==> src/rtl/adder8_pkg.sv <==
`default_nettype none
// ============================================================================
//  Module      : adder8_pkg
//  Description : Shared constants for the adder8 bus responder: opcodes,
//                FSM state encoding, uio pin bit indices and the fixed uio
//                output-enable mask.
//  Revision    : 1.0  initial release
// ============================================================================
package adder8_pkg;

    // Opcodes carried on uio_in[2:1]
    localparam logic [1:0] OP_LOAD_A = 2'b00;
    localparam logic [1:0] OP_LOAD_B = 2'b01;
    localparam logic [1:0] OP_ADD    = 2'b10;
    localparam logic [1:0] OP_ACC    = 2'b11;

    // Responder FSM state encoding
    localparam int         STATE_W = 2;
    localparam logic [1:0] S_IDLE  = 2'd0;
    localparam logic [1:0] S_CALC  = 2'd1;
    localparam logic [1:0] S_ACK   = 2'd2;

    // uio pin bit indices
    localparam int REQ   = 0;
    localparam int OP_LO = 1;
    localparam int ACK   = 3;
    localparam int CARRY = 4;
    localparam int BUSY  = 5;

    // Bits 3..5 of uio are driven by this design
    localparam logic [7:0] UIO_OE_MASK = 8'h38;

endpackage
`default_nettype wire

==> src/rtl/adder8_serial_core.sv <==
`default_nettype none
// ============================================================================
//  Module      : adder8_serial_core
//  Description : Slice adder for the serial add. Each step adds one STEP-bit
//                slice of A and B plus the carry held from the previous
//                slice. i_clear zeroes the held carry before a new add.
//  Ports       : clk, rst          clock / sync active-high reset
//                i_clear           zero the held carry
//                i_step            commit this slice's carry-out
//                i_a_slice/i_b_slice  operand slices (STEP bits)
//                o_sum_slice       sum slice (combinational)
//                o_carry           carry-out of this slice (combinational)
//  Revision    : 1.0  initial release
// ============================================================================
module adder8_serial_core #(
    parameter int STEP = 1
) (
    input  logic            clk,
    input  logic            rst,
    input  logic            i_clear,
    input  logic            i_step,
    input  logic [STEP-1:0] i_a_slice,
    input  logic [STEP-1:0] i_b_slice,
    output logic [STEP-1:0] o_sum_slice,
    output logic            o_carry
);

    logic            r_carry;
    logic [STEP:0]   w_total;

    assign w_total     = {1'b0, i_a_slice} + {1'b0, i_b_slice} + {{STEP{1'b0}}, r_carry};
    assign o_sum_slice = w_total[STEP-1:0];
    assign o_carry     = w_total[STEP];

    always_ff @(posedge clk) begin
        if (rst || i_clear) begin
            r_carry <= 1'b0;
        end else if (i_step) begin
            r_carry <= w_total[STEP];
        end
    end

endmodule
`default_nettype wire

==> src/rtl/adder8_bus_responder.sv <==
`default_nettype none
// ============================================================================
//  Module      : adder8_bus_responder
//  Description : Responder side of the adder8 four-phase operand/result
//                handshake. Loads A/B, or runs a serial STEP-bit-per-cycle
//                add (ADD / ACC), then acks with the result on uo_out.
//  Ports       : clk, rst   clock / sync active-high reset
//                ena        design selected; gates acceptance only
//                ui_in      operand byte
//                uo_out     result register
//                uio_in     [0] req, [2:1] op
//                uio_out    [3] ack, [4] carry, [5] busy
//                uio_oe     constant 8'h38
//  Revision    : 1.0  initial release
// ============================================================================
module adder8_bus_responder
    import adder8_pkg::*;
#(
    parameter int STEP = 1
) (
    input  logic       clk,
    input  logic       rst,
    input  logic       ena,
    input  logic [7:0] ui_in,
    output logic [7:0] uo_out,
    input  logic [7:0] uio_in,
    output logic [7:0] uio_out,
    output logic [7:0] uio_oe
);

    localparam int         c_slices = 8 / STEP;
    localparam logic [2:0] c_last   = 3'(c_slices - 1);

    logic [STATE_W-1:0] r_state, w_state_next;
    logic [2:0]         r_cnt, w_cnt_next;
    logic [7:0]         r_a, w_a_next;
    logic [7:0]         r_b, w_b_next;
    logic [7:0]         r_sa, w_sa_next;      // A slices out, sum slices in
    logic [7:0]         r_sb, w_sb_next;
    logic [7:0]         r_result, w_result_next;
    logic [1:0]         r_op, w_op_next;
    logic               r_carry, w_carry_next;
    logic               r_req_seen_low, w_req_seen_low_next;

    logic               w_req;
    logic [1:0]         w_op;
    logic               w_core_clear;
    logic               w_core_step;
    logic [STEP-1:0]    w_core_sum;
    logic               w_core_cout;
    logic [7:0]         w_sa_shift;
    logic               w_unused;

    assign w_req    = uio_in[REQ];
    assign w_op     = uio_in[OP_LO +: 2];
    assign w_unused = &{1'b0, uio_in[7:3]};

    adder8_serial_core #(
        .STEP (STEP)
    ) u_core (
        .clk         (clk),
        .rst         (rst),
        .i_clear     (w_core_clear),
        .i_step      (w_core_step),
        .i_a_slice   (r_sa[STEP-1:0]),
        .i_b_slice   (r_sb[STEP-1:0]),
        .o_sum_slice (w_core_sum),
        .o_carry     (w_core_cout)
    );

    // The A shift register doubles as the sum collector: each consumed A
    // slice leaves the bottom while the matching sum slice enters the top,
    // so after the last slice r_sa's next value is the full sum.
    if (STEP == 8) begin : g_whole
        assign w_sa_shift = w_core_sum;
    end else begin : g_slice
        assign w_sa_shift = {w_core_sum, r_sa[7:STEP]};
    end

    always_comb begin
        w_state_next        = r_state;
        w_cnt_next          = r_cnt;
        w_a_next            = r_a;
        w_b_next            = r_b;
        w_sa_next           = r_sa;
        w_sb_next           = r_sb;
        w_result_next       = r_result;
        w_op_next           = r_op;
        w_carry_next        = r_carry;
        // Any low sample of req re-arms acceptance.
        w_req_seen_low_next = r_req_seen_low | ~w_req;
        w_core_clear        = 1'b0;
        w_core_step         = 1'b0;

        case (r_state)
            S_IDLE: begin
                if (ena && w_req && r_req_seen_low) begin
                    w_req_seen_low_next = 1'b0;
                    w_op_next           = w_op;
                    case (w_op)
                        OP_LOAD_A: begin
                            w_a_next     = ui_in;
                            w_state_next = S_ACK;
                        end
                        OP_LOAD_B: begin
                            w_b_next     = ui_in;
                            w_state_next = S_ACK;
                        end
                        default: begin
                            w_sa_next    = r_a;
                            w_sb_next    = r_b;
                            w_cnt_next   = 3'd0;
                            w_core_clear = 1'b1;
                            w_state_next = S_CALC;
                        end
                    endcase
                end
            end
            S_CALC: begin
                w_core_step = 1'b1;
                w_sa_next   = w_sa_shift;
                w_sb_next   = r_sb >> STEP;
                w_cnt_next  = r_cnt + 3'd1;
                if (r_cnt == c_last) begin
                    w_result_next = w_sa_shift;
                    w_carry_next  = w_core_cout;
                    if (r_op == OP_ACC) begin
                        w_a_next = w_sa_shift;
                    end
                    w_cnt_next   = 3'd0;
                    w_state_next = S_ACK;
                end
            end
            S_ACK: begin
                if (!w_req) begin
                    w_state_next = S_IDLE;
                end
            end
            default: begin
                w_state_next = S_IDLE;
            end
        endcase
    end

    always_ff @(posedge clk) begin
        if (rst) begin
            r_state        <= S_IDLE;
            r_cnt          <= 3'd0;
            r_a            <= 8'h00;
            r_b            <= 8'h00;
            r_sa           <= 8'h00;
            r_sb           <= 8'h00;
            r_result       <= 8'h00;
            r_op           <= OP_LOAD_A;
            r_carry        <= 1'b0;
            r_req_seen_low <= 1'b1;
        end else begin
            r_state        <= w_state_next;
            r_cnt          <= w_cnt_next;
            r_a            <= w_a_next;
            r_b            <= w_b_next;
            r_sa           <= w_sa_next;
            r_sb           <= w_sb_next;
            r_result       <= w_result_next;
            r_op           <= w_op_next;
            r_carry        <= w_carry_next;
            r_req_seen_low <= w_req_seen_low_next;
        end
    end

    always_comb begin
        uio_out        = 8'h00;
        uio_out[ACK]   = (r_state == S_ACK);
        uio_out[CARRY] = r_carry;
        uio_out[BUSY]  = (r_state == S_CALC);
    end

    assign uo_out = r_result;
    assign uio_oe = UIO_OE_MASK;

endmodule
`default_nettype wire

==> config.mk <==
export PLATFORM = sky130hd
export DESIGN_NAME = adder8_bus_responder
export DESIGN_NICKNAME = d
export VERILOG_FILES = /design/src/rtl/adder8_pkg.sv /design/src/rtl/adder8_serial_core.sv /design/src/rtl/adder8_bus_responder.sv
export SDC_FILE = /design/constraint.sdc
export NUM_CORES = 1
export LEC_CHECK = 0
export BUFFER_PORTS_ARGS = -buffer_cell sky130_fd_sc_hd__buf_2
export CORE_MARGIN = 2
export CORE_UTILIZATION = 25
export CTS_BUF_LIST = sky130_fd_sc_hd__clkbuf_16
export DETAILED_ROUTE_END_ITERATION = 10
export HOLD_SLACK_MARGIN = 0.12
export PLACE_DENSITY = 0.45
export SYNTH_ARGS = -nofsm -noshare
export SYNTH_HDL_FRONTEND = slang
export SYNTH_SLANG_ARGS = --single-unit
export TNS_END_PERCENT = 20
==> constraint.sdc <==
create_clock -name clk -period 2.2 [get_ports clk]
set_clock_uncertainty 0.2 [all_clocks]
set_input_delay 0.11 -clock clk [delete_from_list [all_inputs] [get_ports clk]]
set_output_delay 0.11 -clock clk [all_outputs]
set_load 0.05 [all_outputs]
==> flow_summary.rst, run 1 <==
.. list-table::
   :header-rows: 1

   * - Metric
     - Value
   * - DIE AREA
     - about 9900 um2
   * - Type of the worst setup path
     - flop to flop
   * - Buffers added on ports
     - 24
   * - Post-CTS Setup Inserts
     - 0
   * - Number of buffers on the longest clock path
     - 2
   * - Global-route congestion overflow total
     - 0
   * - DRC violation count after routing
     - 0
   * - Antenna violations before repair
     - 0
   * - Clock Root Buffer
     - sky130_fd_sc_hd__clkbuf_16
   * - Simple-gate area share of the yosys netlist
     - 0.160
   * - Post-synthesis cell area
     - around 2300 um2
   * - Worst-case headroom to the max-slew limit
     - 0.604
   * - Transition time at the pin with the least slew margin
     - just under 0.6 ns
   * - Placement row count
     - 34
   * - Worst reg-to-reg path cell count
     - 5
   * - Hold Crit Start
     - ena
   * - Worst-Skew Late Latency
     - between 0.2 and 0.3 ns
   * - Share of post-route cells with drive strength above 1
     - 0.193
   * - Placed cell area
     - roughly 2400 um2
   * - Fraction of the mapped netlist area in compound gates
     - 0.136
   * - Arrival time at the worst endpoint
     - roughly 1.9 ns
   * - Endpoints failing setup
     - 0
   * - Final number of hold-violating endpoints
     - 0
   * - Clock transition at the registers of the reported paths
     - roughly 0.070 ns
   * - Proportion of synthesized chip area in sequential cells
     - 0.438
   * - Tightest Hold Check Type
     - primary input to flop
   * - Minimum period implied by the final worst setup slack
     - roughly 2.0 ns
   * - Setup crit end
     - r_a[0]
   * - Startpoint of the most critical register-to-register path
     - r_cnt[0]
   * - Terminus of the critical flop-to-flop path
     - r_a[0]
   * - Via density per instance
     - approximately 4.5
   * - 1st-iter DRT viols
     - between 60 and 70
   * - Flops & latches, synth
     - 50
   * - CTS tree
     - built
   * - First-pass iteration count of the detailed router
     - 4
   * - Cell count after synthesis
     - around 240
   * - Endpoint kind of the worst setup timing path
     - flop
   * - Result of the run
     - completed
   * - Die extent in x
     - about 100 um
   * - Number of diodes added for antenna fixing
     - 0
   * - Core area
     - approximately 9000 um2
   * - Sum of routed wire length over all layers
     - about 4.8 mm
   * - Starting density of the core
     - 0.260
   * - Most frequent standard cell in the layout excluding fill and tap cells
     - sky130_fd_sc_hd__dfxtp_1
   * - Placer's final routability congestion estimate
     - between 0.6 and 0.7
   * - Half-perimeter wire length after detailed placement
     - between 3 and 4 mm
   * - Final Max Tran Viols
     - 0
   * - Sum Neg Setup Slack
     - 0 ns
   * - Power density over cell area
     - ~730 nW/um2
   * - Largest vdd supply drop
     - around 0.31 mV
   * - Leak Pwr
     - 0.00103 uW
   * - Register-to-register setup slack
     - 0.25 ns
   * - Main combinational cell family by area after synthesis
     - simple AND/OR/NAND/NOR gates
   * - Number of distinct library cell variants in the gate-level netlist after synthesis
     - 34
   * - Per-instance average area after synthesis
     - 9.49 um2
   * - Fmax
     - between 0.5 and 0.6 GHz
   * - Post_cts resized
     - 0
   * - GRT Overall Usage
     - 0.101
   * - Final cell area excluding filler cells
     - 2700 um2
   * - Routed wirelength normalized by instance count
     - around 13 um
   * - Cts bufs inserted
     - 5
   * - Number of max-cap violations
     - 0
   * - Startpoint type of the worst setup path
     - flop
   * - Wire length of the first global-routing pass
     - 8.06 mm
   * - CTS sink count
     - 50
   * - Critical path peak fanout
     - 9
   * - Fraction of synthesized cell area in xor and xnor cells
     - 0
   * - Unrepaired setup endpoints after global routing
     - false
   * - Ports
     - 43
   * - Predominant post-synthesis flop cell
     - sky130_fd_sc_hd__dfxtp_1
   * - Via count
     - about 1.7k
   * - Share of synthesized flip-flops with an asynchronous set or reset
     - 0
   * - Area share of fa/ha/maj cells after synthesis
     - 0.0197
   * - P&R area growth vs syn
     - 18.1%
   * - Commonest cells after routing, fill and taps aside
     - sky130_fd_sc_hd__dfxtp_1, sky130_fd_sc_hd__mux2i_1, sky130_fd_sc_hd__nor2_1
   * - Number of synthesized flops with an enable pin
     - 0
   * - Final period util
     - 0.888
   * - Ys Warns
     - 0
   * - Net total in the final layout
     - approximately 290
   * - Hold bufs inserted after CTS
     - 13
   * - Antenna-violating nets left
     - 0
   * - Maximum number of pins on one net before global-route repair
     - 51
   * - Y dimension of the die
     - roughly 100 um
   * - Data required time at the worst endpoint
     - 2.15 ns
   * - Critical path launch point
     - r_cnt[0]
   * - Number of H-tree levels
     - 2
   * - Vias in the first global route
     - between 1.5k and 2k
   * - Share of synthesized area spent on multiplexers
     - 0.146
## metrics by stage
step,cells,total power (uW),utilization,hold slack [ns],setup slack [ns]
2_1_floorplan,252,1200,-,-0.00234,0.440
3_3_place_gp,357,1230,0.276,0.143,0.251
3_5_place_dp,357,1230,0.276,0.143,0.244
4_1_cts,378,2000,0.307,0.168,0.231
5_1_grt,378,2070,0.307,0.211,0.0803
6_report,378,1970,0.307,0.165,0.247
## synthesized netlist by cell type (all sizes together), types with 8 or more instances
cell type,n,area share
a21oi,14,0.031
buf,25,0.083
dfxtp,50,0.44
nand2,17,0.028
nand3,11,0.024
a211oi,23,0.093
nor2,30,0.050
nor3,8,0.018
mux2i,31,0.14
clkbuf,8,0.013
## area by class of cell
cell class              count  area (um2)
flip-flops and latches     50        1000
multi-input cells         168        1110
well taps                 108         135
clock inverters             3        16.3
fillers                   922        6100
clock buffers               5         125
inverters                   1        3.75
repair buffers             43         308
## logic make-up after synthesis
family | after synthesis
compound gates | 41
fa+ha+maj | 3
buf+inv | 34
flops | 50
mux | 33
other cells | 2
simple gates | 78
## how the worst min path moves through the flow
stage | endpoint | depth (start not counted)
2_1_floorplan | r_req_seen_low | 1
3_3_place_gp | r_req_seen_low | 2
3_5_place_dp | r_req_seen_low | 2
4_1_cts | r_sb[7] | 5
5_1_grt | r_sb[7] | 5
6_report | r_sb[7] | 5
## routing by layer
| layer | wire length, um | vias to the layer above | GRT usage | share of wire |
|---|---|---|---|---|
| met4 | 15 | 0 | 0.0221 | 0.0031 |
| met2 | 2270 | 30 | 0.168 | 0.47 |
| met5 | 0 | - | 0 | 0 |
| met3 | 153 | 2 | 0.0253 | 0.032 |
| li1 | - | 875 | - | - |
| met1 | 2380 | 784 | 0.131 | 0.49 |
## worst max-delay path: stages (launching register included)
cell,delay (ns)
sky130_fd_sc_hd__dfxtp_1,0.34
sky130_fd_sc_hd__ha_1,0.15
sky130_fd_sc_hd__ha_1,0.15
sky130_fd_sc_hd__and4_1,0.41
sky130_fd_sc_hd__or2_1,0.44
sky130_fd_sc_hd__a211oi_2,0.13
## state kept, by name, indices dropped and copies added, names as in the netlist
signal / count
r_sb: 8
r_req_seen_low: 1
u_core.r_carry: 1
r_a: 8
r_b: 8
r_sa: 8
uo_out: 8
r_state: 2
r_cnt: 3
r_carry: 1
r_op: 2
## power by group
part	leakage (uW)	internal, uW	switching (uW)
Clock	0.0000672	416	330
Combinational	0.000552	93.5	163
Sequential	0.000406	942	28.3
Note: power is estimated with default switching activity, not from simulation.
==> run 2, diff against run 1 <==
Clock period 2.2 ns to 2.4 ns, I/O delays scaled along.
==> flow_summary.rst, run 2 (synthesis gave the netlist of run 1 again) <==
.. list-table::
   :header-rows: 1

   * - Metric
     - Value
   * - CTS tree
     - built
   * - Via count
     - 1670 (-1.2%)
   * - Arrival time at the worst endpoint
     - 1.72 ns (-0.18 ns)
   * - Startpoint of the most critical register-to-register path
     - r_state[0]
   * - End of the worst hold path
     - r_sb[7]
   * - Worst-case headroom to the max-slew limit
     - 0.488 (-0.116)
   * - Post-route core utilization
     - 0.311 (+0.00412)
   * - Wire length of the first global-routing pass
     - 7.80 mm (-3.2%)
   * - DRC violation count after routing
     - 0 (unchanged)
   * - Global-route congestion overflow total
     - 0 (unchanged)
   * - Commonest cells after routing, fill and taps aside
     - sky130_fd_sc_hd__dfxtp_1, sky130_fd_sc_hd__mux2i_1, sky130_fd_sc_hd__nor2_1
   * - Switching share of power
     - 0.249 (-0.0150)
   * - Clock transition at the registers of the reported paths
     - 0.06 ns (about the same)
   * - Power density over cell area
     - 703 nW/um2 (-3.8%)
   * - Antenna violations before repair
     - 0 (unchanged)
   * - Fraction of power consumed by sequential logic
     - 0.462 (-0.030)
   * - Power share of the combinational group
     - 0.123 (-0.007)
   * - Delay of the slowest cell on the worst path
     - 0.47 ns (+0.03 ns)
   * - Clock network fraction of total power
     - 0.414 (+0.036)
   * - Worst-Skew Late Latency
     - 0.28 ns (about the same)
   * - Maximum number of pins on one net before global-route repair
     - 51 (unchanged)
   * - Routed wirelength normalized by instance count
     - 12.6 um (-1.2%)
   * - Tightest Hold Check Type
     - primary input to flop
   * - Core area
     - 8810 um2 (unchanged)
   * - Most frequent standard cell in the layout excluding fill and tap cells
     - sky130_fd_sc_hd__dfxtp_1
   * - Final number of hold-violating endpoints
     - 0 (unchanged)
   * - DIE AREA
     - 9930 um2 (unchanged)
   * - Met3 demand-to-capacity share in global routing
     - 0.0239 (-0.00141)
   * - P&R area growth vs syn
     - 19.7%
   * - Post_cts resized
     - 0 (unchanged)
   * - Vias in the first global route
     - 1562 (-4.1%)
   * - Register-to-register setup slack
     - 0.41 ns (+0.16 ns)
   * - Area of the multi-input gates
     - 1110 um2 (unchanged)
   * - Sum of routed wire length over all layers
     - 4.78 mm (-0.97%)
   * - GRT Overall Usage
     - 0.0986 (-0.00194)
   * - Count of filler cells inserted in the layout
     - 942 (+2.2%)
   * - Hold bufs inserted after CTS
     - 14 (+1)
   * - Number of buffers and inverters on the critical path
     - 2 (+2)
   * - Leak Pwr
     - 0.00105 uW (+2.1%)
   * - Net total in the final layout
     - 292 (+0.34%)
   * - Buffers added on ports
     - 24 (unchanged)
   * - First-pass iteration count of the detailed router
     - 4 (unchanged)
   * - Half-perimeter wire length after detailed placement
     - 3.22 mm (+0.59%)
   * - Placer's final routability congestion estimate
     - 0.677 (+4.0%)
   * - Post-CTS Setup Inserts
     - 0 (unchanged)
   * - Fmax
     - 0.490 GHz
   * - Starting density of the core
     - 0.260 (unchanged)
   * - Number of diodes added for antenna fixing
     - 0 (unchanged)
   * - Storage element area
     - 1000 um2 (unchanged)
   * - Internal portion of total power
     - 1440 uW (-0.52%)
   * - Minimum period implied by the final worst setup slack
     - between 2 and 2.5 ns
   * - Via density per instance
     - 4.41 (-1.5%)
   * - Layer with the highest usage
     - met2
   * - Share of post-route cells with drive strength above 1
     - 0.192 (-0.000711)
   * - Cts bufs inserted
     - 5 (unchanged)
   * - Number of buffers on the longest clock path
     - 2 (unchanged)
   * - 1st-iter DRT viols
     - 51 (-24%)
   * - Sum Neg Setup Slack
     - 0 ns (unchanged)
   * - Y dimension of the die
     - 99.7 um (unchanged)
   * - Placement row count
     - 34 (unchanged)
   * - Ports
     - 43 (unchanged)
   * - GR Layer Usage met2
     - 0.161 (-0.00676)
   * - Final period util
     - 0.850
   * - Critical-path cell list
     - nor2b_4 > buf_4 > buf_2
   * - Die extent in x
     - 99.7 um (unchanged)
   * - Critical path peak fanout
     - 38 (+29)
   * - Count of cells along the worst hold path
     - 5 (unchanged)
   * - Data required time at the worst endpoint
     - 2.08 ns (-0.07 ns)
   * - Endpoints failing setup
     - 0 (unchanged)
   * - Largest vdd supply drop
     - 0.269 mV (-14%)
   * - Clock Root Buffer
     - sky130_fd_sc_hd__clkbuf_16
   * - Terminus of the critical flop-to-flop path
     - uo_out[1]
   * - Number of max-cap violations
     - 0 (unchanged)
   * - Type of the worst setup path
     - flop to output pin
   * - Worst reg-to-reg path cell count
     - 5 (unchanged)
   * - Final Max Tran Viols
     - 0 (unchanged)
   * - Transition time at the pin with the least slew margin
     - 0.764 ns (+0.169 ns)
   * - Fraction of met1 tracks used by global routing
     - 0.131 (-0.000409)
   * - Hold Crit Start
     - ena
   * - Startpoint type of the worst setup path
     - flop
   * - Endpoint kind of the worst setup timing path
     - output pin
   * - CTS sink count
     - 50 (unchanged)
   * - Dominant delay contributor by cell family on the critical path
     - buffers and inverters
   * - Antenna-violating nets left
     - 0 (unchanged)
   * - Result of the run
     - completed
   * - Number of H-tree levels
     - 2 (unchanged)
   * - Net switching power
     - 480 uW (-8.0%)
   * - Slowest cell on the critical path
     - sky130_fd_sc_hd__buf_4
   * - Unrepaired setup endpoints after global routing
     - false
==> run 2: cell types whose count changed in the layout (fill, tap and decap cells not counted) <==
cell / change
sky130_fd_sc_hd__clkinv_2: -1
sky130_fd_sc_hd__inv_6: +1
sky130_fd_sc_hd__bufinv_16: +1
sky130_fd_sc_hd__clkinvlp_4: -1
sky130_fd_sc_hd__dlygate4sd3_1: +1
==> run 2: worst max-delay path by stage <==
stage / startpoint / endpoint / slack (ns) / cells past startpoint
floorplan: r_cnt[0] / r_a[0] / 0.64 / 7
global placement: r_state[0] / uo_out[3] / 0.36 / 5
detailed placement: r_state[0] / uo_out[1] / 0.38 / 5
CTS: r_state[0] / uio_out[5] / 0.34 / 3
global route: r_state[0] / uo_out[4] / 0.22 / 5
finish: r_state[0] / uio_out[5] / 0.36 / 3
==> run 2: power groups by stage <==
| stage | registers, uW | logic [uW] | clock network, uW |
|---|---|---|---|
| after floorplan | 901 | 197 | 0 |
| after global placement | 908 | 221 | 0 |
| after detailed placement | 909 | 223 | 0 |
| after CTS | 890 | 241 | 828 |
| after global routing | 894 | 262 | 865 |
| final | 890 | 237 | 797 |
==> run 2: metrics by stage <==
stage	hold WS [ns]	total power (uW)	cells	area [um2]	worst slack, ns
5_1_grt	0.226	2020	379	2740	0.222
3_3_place_gp	0.152	1130	357	2430	0.365
6_report	0.169	1920	379	2740	0.361
3_5_place_dp	0.150	1130	357	2430	0.384
2_1_floorplan	0.00766	1100	252	2330	0.640
4_1_cts	0.165	1960	379	2740	0.341
==> run 2: tightest hold or removal path: cells and delay by family <==
family | cells | cell delay, ns
AO/OA/AOI/OAI | 1 | 0.11
buffers and inverters | 1 | 0.11
AND/OR/NAND/NOR | 3 | 0.26
==> run 2: area by class of cell <==
cell class	instances	area share
Inverter	1	0.00137
Timing Repair Buffer	44	0.116
Multi-Input combinational cell	168	0.406
Sequential cell	50	0.366
Clock buffer	5	0.0457
Clock inverter	3	0.0155
Tap cell	108	0.0494
==> run 2: per-layer routing <==
metal  routed length [um]  vias up
met4                    0        0
met3                  122        0
li1                     -      882
met1                 2330      769
met2                 2320       19
met5                    0        -
